File: config.mk
export PLATFORM = sky130hd
export DESIGN_NAME = demux13
export DESIGN_NICKNAME = d
export VERILOG_FILES = /design/src/rtl/demux13.sv
export SDC_FILE = /design/constraint.sdc
export NUM_CORES = 1
export LEC_CHECK = 0
export CORE_MARGIN = 1
export CORE_UTILIZATION = 44
export DETAILED_ROUTE_END_ITERATION = 8
export GPL_ROUTABILITY_DRIVEN = 1
export GPL_TIMING_DRIVEN = 0
export PLACE_DENSITY_LB_ADDON = 0.08
export SLEW_MARGIN = 20
export SYNTH_ARGS = -nofsm -noshare
export SYNTH_HDL_FRONTEND = slang
export SYNTH_SLANG_ARGS = --single-unit
File: constraint.sdc
create_clock -name clk -period 2.7 [get_ports clk]
set_input_delay 0.54 -clock clk [delete_from_list [all_inputs] [get_ports clk]]
set_output_delay 0.54 -clock clk [all_outputs]
set_load 0.01 [all_outputs]
File: src/rtl/demux13.sv
// rtl/demux13.sv - 1:3 valid/ready demux with one register per output channel
// Define DEMUX13_ERR_DETECT_EN to build in the sticky invalid-select err flag.
module demux13 #(
    parameter int WIDTH = 8
) (
    input  logic             clk,
    input  logic             rst,
    input  logic [WIDTH-1:0] in_data,
    input  logic [1:0]       in_sel,
    input  logic             in_valid,
    output logic             in_ready,
    output logic [WIDTH-1:0] out1,
    output logic [WIDTH-1:0] out2,
    output logic [WIDTH-1:0] out3,
    output logic [2:0]       out_valid,
    input  logic [2:0]       out_ready,
    output logic             err,
    input  logic             err_clr
);

    logic [WIDTH-1:0] data_q [3];
    logic [2:0]       valid_q;
    logic [2:0]       load;
    logic [2:0]       drain;
    logic             accept;

    // A full channel can still accept when its consumer drains in the same cycle.
    always_comb begin
        in_ready = 1'b1;
        case (in_sel)
            2'd0:    in_ready = ~valid_q[0] | out_ready[0];
            2'd1:    in_ready = ~valid_q[1] | out_ready[1];
            2'd2:    in_ready = ~valid_q[2] | out_ready[2];
            default: in_ready = 1'b1;
        endcase
    end

    assign accept = in_valid & in_ready;

    always_comb begin
        load = 3'b000;
        if (accept) begin
            case (in_sel)
                2'd0:    load[0] = 1'b1;
                2'd1:    load[1] = 1'b1;
                2'd2:    load[2] = 1'b1;
                default: load    = 3'b000;
            endcase
        end
    end

    assign drain = valid_q & out_ready;

    always_ff @(posedge clk) begin
        if (rst) begin
            valid_q <= 3'b000;
            for (int k = 0; k < 3; k++) begin
                data_q[k] <= '0;
            end
        end else begin
            for (int k = 0; k < 3; k++) begin
                if (load[k]) begin
                    data_q[k]  <= in_data;
                    valid_q[k] <= 1'b1;
                end else if (drain[k]) begin
                    valid_q[k] <= 1'b0;
                end
            end
        end
    end

    assign out1      = data_q[0];
    assign out2      = data_q[1];
    assign out3      = data_q[2];
    assign out_valid = valid_q;

`ifdef DEMUX13_ERR_DETECT_EN
    logic err_q;

    // A new invalid-select beat outranks a coincident clear.
    always_ff @(posedge clk) begin
        if (rst) begin
            err_q <= 1'b0;
        end else if (accept && (in_sel == 2'd3)) begin
            err_q <= 1'b1;
        end else if (err_clr) begin
            err_q <= 1'b0;
        end
    end

    assign err = err_q;
`else
    logic unused_err_clr;

    assign unused_err_clr = err_clr;
    assign err            = 1'b0;
`endif

endmodule

==> results of run 1 <==
==> flip-flops by register name, summed over array words and instances (netlist names) <==
name,flops
data_q,24
out_valid,3
==> how the worst max path moves through the flow <==
stage	from	end	slack, ns	cells after the start
after floorplan	out_ready[0]	in_ready	1.05	3
after global placement	in_sel[1]	in_ready	0.08	5
after detailed placement	in_sel[1]	in_ready	0.05	5
after CTS	in_sel[1]	in_ready	0.05	5
after global routing	out_ready[0]	in_ready	0.006	5
final	in_sel[1]	in_ready	0.08	5
==> metal layers <==
metal	share of wire	vias up	GRT usage
li1	-	353	-
met5	0	-	0
met2	0.51	27	0.265
met4	0.015	0	0.0880
met1	0.43	344	0.211
met3	0.041	4	0.0268
==> layout by cell type, fill, tap and decap left out <==
| cell | instances |
|---|---|
| a22oi_4 | 1 |
| inv_1 | 2 |
| edfxtp_1 | 24 |
| clkbuf_1 | 2 |
| nor2_2 | 1 |
| a41o_1 | 2 |
| o21ai_2 | 1 |
| conb_1 | 1 |
| nand2b_1 | 3 |
| dfxtp_1 | 3 |
| clkbuf_4 | 3 |
| nand2_1 | 2 |
| nand4b_1 | 8 |
| a21oi_1 | 11 |
| nand3_1 | 3 |
| a41o_2 | 1 |
| buf_4 | 1 |
| buf_6 | 1 |
| clkdlybuf4s50_1 | 42 |
| buf_2 | 1 |
==> synth_stat cells <==
cell type / instances
a21oi_1: 11
a22oi_4: 1
buf_6: 1
clkbuf_1: 1
buf_2: 1
nand2b_1: 3
nand3_1: 3
dfxtp_1: 3
nand4b_1: 8
edfxtp_1: 24
nand2_1: 2
o21ai_2: 1
a41o_1: 2
nor2_2: 1
inv_1: 2
conb_1: 1
buf_4: 1
a41o_2: 1
==> power breakdown <==
part           internal [mW]  switching [mW]  total (mW)  leakage, nW
Clock                 0.0576           0.107       0.165       0.0150
Sequential             0.479         0.00536       0.484        0.281
Combinational         0.0688          0.0563       0.125        0.257
==> cell type report <==
class / instances / share of cell area
buffer: 4 / 0.0179
clock buffer: 4 / 0.0171
inverter: 2 / 0.00489
multi-input combinational: 34 / 0.155
sequential: 27 / 0.509
tap: 28 / 0.0228
timing repair buffer: 42 / 0.274
==> worst max-delay path, cell delays in order <==
cell	delay [ns]
clkdlybuf4s50_1	0.60
nor2_2	0.07
a22oi_4	0.29
nand2_1	0.09
clkdlybuf4s50_1	0.50
==> repair_timing <==
| item | CTS | global route |
|---|---|---|
| endpoints found under the hold margin | 0 | 0 |
| hold buffers | 0 | 0 |
| endpoints found under the setup margin | 0 | 1 |
==> kinds of logic (layout without fill, tap and decap cells) <==
logic type	count (synthesis)	after routing
flip-flops	27	27
other	1	1
AO/OA/AOI/OAI	16	16
buffers and inverters	6	52
AND/OR/NAND/NOR	17	17
==> summary.txt, run 1 <==
Status
  • Status: completed

Timing
  • Final min period: 2.62 ns
  • F_max: 381 MHz
  • Clock Skews: 0.00126 ns
  • Setup TNS: 0 ns
  • Worst setup margin: 0.0759 ns
  • Final hold vios: 0
  • # setup viols final: 0
  • RSZ-0062 raised after global routing: no
  • Pins over their slew limit: 0
  • Hold slack: 0.506 ns
  • Fin crit share: 0.972

CTS
  • CTS sink cnt: 27
  • H-tree Lvls: 1
  • CTS root buffer: clkbuf_4
  • TritonCTS clock tree: yes
  • CTS clock-pin slew for the worst setup and hold paths: 0.13 ns
  • Longest Clk Path Bufs: 2
  • CTS buffer count: 3
  • Post-CTS sizing: 0
  • Postcts setup bufs: 0
  • Clock Latency Late Sink: 0.31 ns

Critical path
  • Reg2reg path depth: 2
  • Max Fanout on Critical Path: 9
  • R2R Setup Slk: 1.43 ns
  • Worst path arrival time: 2.08 ns
  • Kind of critical path: input port to primary output
  • FF-to-FF End: data_q[0][15]$_DFFE_PP_
  • Crit. End Element: primary output
  • Critical Path RT: 2.16 ns
  • Startpoint type of the worst setup path: input port
  • FF-to-FF Start: out_valid[1]$_SDFFE_PP0P_

Yosys
  • Synth Instances: 67
  • Yosys warning count: 0
  • Mux cell area share after synthesis: 0
  • Area of the mapped netlist: 1050 sq um
  • XOR/XNOR share of the synthesized area: 0
  • Flops & latches, synth: 27
  • Post-synthesis sequential area ratio: 0.741
  • Syn_nets: 84
  • Adder-cell area share of the yosys netlist: 0
  • Unique cell type count in the Yosys netlist: 18
  • Post-Synth Simple-Gate Area: 0.112
  • Avg Inst Size Synth: 15.7 sq um
  • Largest family of logic cells by synthesized area: simple AND/OR/NAND/NOR gates
  • Synth Area in Compound Gates: 0.110
  • Synth top area share: 0.684
  • Synth area leader: edfxtp_1
  • Main area contributors after synthesis: edfxtp_1 68%, nand4b_1 6.7%, dfxtp_1 5.7%, a21oi_1 5.2%, a22oi_4 2.0%

Die
  • Starting utilization of the core area: 0.472
  • Die W: 50.9 um
  • Num rows: 17
  • Core Box Area: 2230 sq um
  • Die H: 50.9 um
  • Die ar.: 2590 sq um
  • Num ports: 46

Global routing
  • Largest net degree at the start of global routing: 15
  • GRT Total Usage: 0.165
  • Initial antenna violation count: 0
  • GRT overflow: 0
  • Vias in the first global route: 671
  • First-pass GRT wire length: 3040 um

Final layout
  • Layout Cells excl Fill: 141
  • Fill cell count: 161
  • Sequential cell area: 781 sq um
  • Fraction of layout cells with a size suffix above 1: 0.0885
  • Final nets: 131
  • Syn-to-layout area delta: 45.7%
  • Multi-input logic area: 238 sq um
  • # diodes: 0
  • Fin util: 0.687
  • Fin area: 1540 sq um

Routing
  • Via/cell ratio: 5.16
  • Drt wl/cell: 13.7 um
  • Final antenna-violating net count: 0
  • Routed WL: 1930 um
  • Via Count: 728
  • Drt first pass iters: 4
  • DRC: 0
  • Initial DRC Count: 10

Hold path
  • Worst hold path type: input port to register
  • Hold path cells: 3
  • Min-delay src: in_sel[0]
  • Hold EP: out_valid[1]$_SDFFE_PP0P_

Place
  • Dpl ws: 0.0493 ns
  • Final GP Congestion: 0.731
  • DP Wirelength: 1390 um
  • Dpl cells: 137
  • Port Buf Inserts: 42
  • Placed Area: 1510 sq um

Pwr
  • Pwr Total: 0.774 mW
  • Cell Pwr Density: 504 nW/um^2
  • Worst VDD drop: 0.321 mV
  • Leakage: 0.554 nW

Job
  • Max-Cap Viols: 0
(Power assumes the default switching activity.)
==> inputs of run 2 (changes only) <==
Settings changed: HOLD_SLACK_MARGIN set to 0.02, MAX_ROUTING_LAYER set to met4.
==> summary.txt, run 2 (synthesis gave the netlist of run 1 again) <==
Global routing
  • First-pass GRT wire length: 3030 um
  • GRT Total Usage: 0.169
  • GRT overflow: 0
  • Met2 global-route usage: 0.265
  • Largest net degree at the start of global routing: 15
  • Initial antenna violation count: 0
  • Vias in the first global route: 669
  • GR met3 Demand/Resource: 0.0268
  • Busiest grt layer: met2
  • Grt met1 use: 0.211

CTS
  • Post-CTS sizing: 0
  • Hold buffer count at cts: 0
  • CTS root buffer: clkbuf_4
  • CTS buffer count: 3
  • TritonCTS clock tree: yes
  • Clock Latency Late Sink: 0.31 ns
  • CTS clock-pin slew for the worst setup and hold paths: 0.13 ns
  • Postcts setup bufs: 0
  • CTS sink cnt: 27
  • H-tree Lvls: 1
  • Longest Clk Path Bufs: 2

Routing
  • Via Count: 729
  • Initial DRC Count: 12
  • DRC: 0
  • Drt first pass iters: 4
  • Final antenna-violating net count: 0
  • Routed WL: 1910 um
  • Via/cell ratio: 5.17
  • Drt wl/cell: 13.6 um

Final layout
  • Commonest non-fill, non-tap cells in the layout: 42 x clkdlybuf4s50_1, 24 x edfxtp_1, 11 x a21oi_1
  • # diodes: 0
  • Syn-to-layout area delta: 45.7%
  • Fill cell count: 161
  • Most flops, register: data_q
  • Commonest non-fill, non-tap cell in the layout: clkdlybuf4s50_1
  • Multi-input logic area: 238 sq um
  • Fin util: 0.687
  • Final nets: 131
  • Max reg flops: 24
  • Fraction of layout cells with a size suffix above 1: 0.0885
  • Sequential cell area: 781 sq um

Die
  • Num rows: 17
  • Core Box Area: 2230 sq um
  • Die H: 50.9 um
  • Die W: 50.9 um
  • Num ports: 46
  • Die ar.: 2590 sq um
  • Starting utilization of the core area: 0.472

Hold path
  • Hold path cells: 3
  • Worst hold path type: input port to register

Critical path
  • Critical Path RT: 2.16 ns
  • Startpoint type of the worst setup path: input port
  • Max Fanout on Critical Path: 9
  • Worst path arrival time: 2.09 ns
  • Reg2reg path depth: 2
  • Crit. End Element: primary output
  • Kind of critical path: input port to primary output

Place
  • Final GP Congestion: 0.740
  • DP Wirelength: 1390 um
  • Port Buf Inserts: 42

Timing
  • Fin crit share: 0.973
  • Clock Skews: 0.00287 ns
  • Final min period: 2.63 ns
  • Final hold vios: 0
  • Hold slack: 0.507 ns
  • # setup viols final: 0
  • RSZ-0062 raised after global routing: no
  • F_max: 381 MHz
  • Pins over their slew limit: 0
  • Setup TNS: 0 ns

Pwr
  • Pwr Total: 0.774 mW
  • Combinational power share: 0.161
  • Net Switching: 0.169 mW
  • Cell Pwr Density: 504 nW/um^2
  • Leakage: 0.554 nW
  • Int Pwr: 0.605 mW
  • Sw Share: 0.218
  • Flop pwr share: 0.626
  • Worst VDD drop: 0.320 mV
  • Part of the power in the clock network: 0.213

Status
  • Status: completed

Job
  • Max-Cap Viols: 0
run 2: final cells by class:
type	instances	share of cell area
Buffer	4	0.0179
Clock buffer	4	0.0171
Inverter	2	0.00489
Multi-Input combinational cell	34	0.155
Sequential cell	27	0.509
Tap cell	28	0.0228
Timing Repair Buffer	42	0.274
run 2: power groups by stage:
| stage | combinational (mW) | sequential (mW) | clock, mW |
|---|---|---|---|
| 2_1_floorplan | 0.0376 | 0.507 | 0 |
| 3_3_place_gp | 0.124 | 0.493 | 0 |
| 3_5_place_dp | 0.126 | 0.494 | 0 |
| 4_1_cts | 0.126 | 0.484 | 0.168 |
| 5_1_grt | 0.134 | 0.486 | 0.184 |
| 6_report | 0.125 | 0.484 | 0.165 |
run 2: per-layer routing:
metal	wire, um	part of all wire	vias up
met2	968	0.51	31
met3	86	0.045	6
met5	0	0	-
met4	38	0.020	0
li1	-	-	352
met1	817	0.43	340
run 2: final timing paths:
kind	start	to	slack [ns]
hold reg to reg	out_valid[2]$_SDFFE_PP0P_	out_valid[2]$_SDFFE_PP0P_	0.57
hold / removal	in_sel[0]	out_valid[1]$_SDFFE_PP0P_	0.51
setup / recovery	in_sel[1]	in_ready	0.07
setup reg to reg	out_valid[1]$_SDFFE_PP0P_	data_q[0][14]$_DFFE_PP_	1.43
run 2: metrics by stage:
| stage | instances | setup slack, ns | instance area [sq um] |
|---|---|---|---|
| after floorplan | 67 | 1.05 | 1050 |
| after global placement | 137 | 0.0772 | 1510 |
| after detailed placement | 137 | 0.0493 | 1510 |
| after CTS | 141 | 0.0519 | 1540 |
| after global routing | 141 | 0.00613 | 1540 |
| final | 141 | 0.0738 | 1540 |
run 2: worst max-delay path, cell delays in order:
cell and delay [ns]:
clkdlybuf4s50_1 0.60, nor2_2 0.08, a22oi_4 0.29, nand2_1 0.09, clkdlybuf4s50_1 0.50
==> inputs of run 3 (changes only) <==
Settings changed: CORE_UTILIZATION 44 to 36, CTS_CLUSTER_SIZE set to 12.
==> summary.txt, run 3 (synthesis gave the netlist of run 1 again) <==
Final layout
  • Syn-to-layout area delta: 46.3%
  • Most flops, register: data_q
  • Fraction of layout cells with a size suffix above 1: 0.0885
  • Commonest non-fill, non-tap cell in the layout: clkdlybuf4s50_1
  • Commonest non-fill, non-tap cells in the layout: 41 x clkdlybuf4s50_1, 24 x edfxtp_1, 11 x a21oi_1
  • # diodes: 0
  • Max reg flops: 24
  • Fin area: 1540 sq um
  • Final nets: 131

Routing
  • Drt wl/cell: 13.9 um
  • Routed WL: 2000 um
  • Drt first pass iters: 4
  • Final antenna-violating net count: 0
  • Initial DRC Count: 14
  • Via Count: 727
  • Via/cell ratio: 5.05
  • DRC: 0

Status
  • Status: completed

Die
  • Die ar.: 3150 sq um
  • Num rows: 19
  • Core Box Area: 2760 sq um
  • Die W: 56.1 um
  • Starting utilization of the core area: 0.382
  • Die H: 56.1 um
  • Num ports: 46

Critical path
  • Crit. End Element: primary output
  • Kind of critical path: input port to primary output
  • R2R Setup Slk: 1.41 ns
  • Worst path arrival time: 2.05 ns
  • Max Fanout on Critical Path: 9
  • Critical Path RT: 2.16 ns
  • Startpoint type of the worst setup path: input port

Job
  • Max-Cap Viols: 0

Timing
  • F_max: 386 MHz
  • Setup TNS: 0 ns
  • Clock Skews: 0.00117 ns
  • Pins over their slew limit: 0
  • Final min period: 2.59 ns
  • Fin crit share: 0.959
  • Hold slack: 0.489 ns
  • # setup viols final: 0
  • RSZ-0062 raised after global routing: no
  • Worst setup margin: 0.111 ns
  • Final hold vios: 0

CTS
  • CTS sink cnt: 27
  • CTS clock-pin slew for the worst setup and hold paths: 0.14 ns
  • TritonCTS clock tree: yes
  • CTS buffer count: 3
  • Postcts setup bufs: 0
  • CTS root buffer: clkbuf_4
  • Clock Latency Late Sink: 0.31 ns
  • Longest Clk Path Bufs: 2
  • H-tree Lvls: 1

Place
  • Final GP Congestion: 0.733
  • Placed Area: 1510 sq um
  • Dpl ws: 0.0392 ns
  • Port Buf Inserts: 42
  • DP Wirelength: 1420 um

Pwr
  • Worst VDD drop: 0.298 mV
  • Cell Pwr Density: 506 nW/um^2
  • Leakage: 0.563 nW
  • Pwr Total: 0.779 mW

Global routing
  • GRT overflow: 0
  • GRT Total Usage: 0.128
  • Vias in the first global route: 622
  • Initial antenna violation count: 0
  • Largest net degree at the start of global routing: 15
  • First-pass GRT wire length: 3020 um

Hold path
  • Worst hold path type: input port to register
==> run 3: critical path, cell delays in order <==
cell and delay (ns):
clkdlybuf4s50_1 0.38, nand2b_1 0.19, o21ai_2 0.33, nand2_1 0.11, clkdlybuf4s50_1 0.49
==> run 3: path summary, 6_finish.rpt <==
kind,cells after the start,end,startpoint
worst max-delay path,5,in_ready,out_ready[2]
worst min-delay path,3,out_valid[1]$_SDFFE_PP0P_,in_sel[0]
worst max register to register,2,data_q[0][14]$_DFFE_PP_,out_valid[1]$_SDFFE_PP0P_
worst min register to register,2,out_valid[2]$_SDFFE_PP0P_,out_valid[2]$_SDFFE_PP0P_
==> run 3: power by group <==
part           total [mW]  internal, mW  switching, mW  leakage, nW
registers           0.484         0.479        0.00541        0.281
clock network       0.170        0.0577          0.113       0.0150
logic               0.125        0.0688         0.0561        0.267
total               0.779         0.605          0.174        0.563
==> run 3: area by class of cell <==
cell class	instances	area, sq um
Buffer	4	27.5
Clock buffer	4	26.3
Fill cell	247	1220
Inverter	2	7.51
Multi-Input combinational cell	34	238
Sequential cell	27	781
Tap cell	31	38.8
Timing Repair Buffer	42	423
==> run 3: what timing repair did <==
| item | in CTS | in global routing |
|---|---|---|
| setup endpoints to repair | 0 | 1 |
| hold buffers | 0 | 0 |
| hold endpoints to repair | 0 | 0 |
| resized for setup | 0 | 1 |
==> run 3: layer usage <==
metal | up-vias | routed length [um] | global-route usage
li1 | 354 | - | -
met1 | 341 | 878 | 0.160
met2 | 30 | 987 | 0.209
met3 | 2 | 123 | 0.0279
met4 | 0 | 13 | 0.0418
met5 | - | 0 | -
==> run 3: stage by stage <==
stage,cells,util
2_1_floorplan,67,-
3_3_place_gp,140,0.549
3_5_place_dp,140,0.549
4_1_cts,144,0.558
5_1_grt,144,0.559
6_report,144,0.559
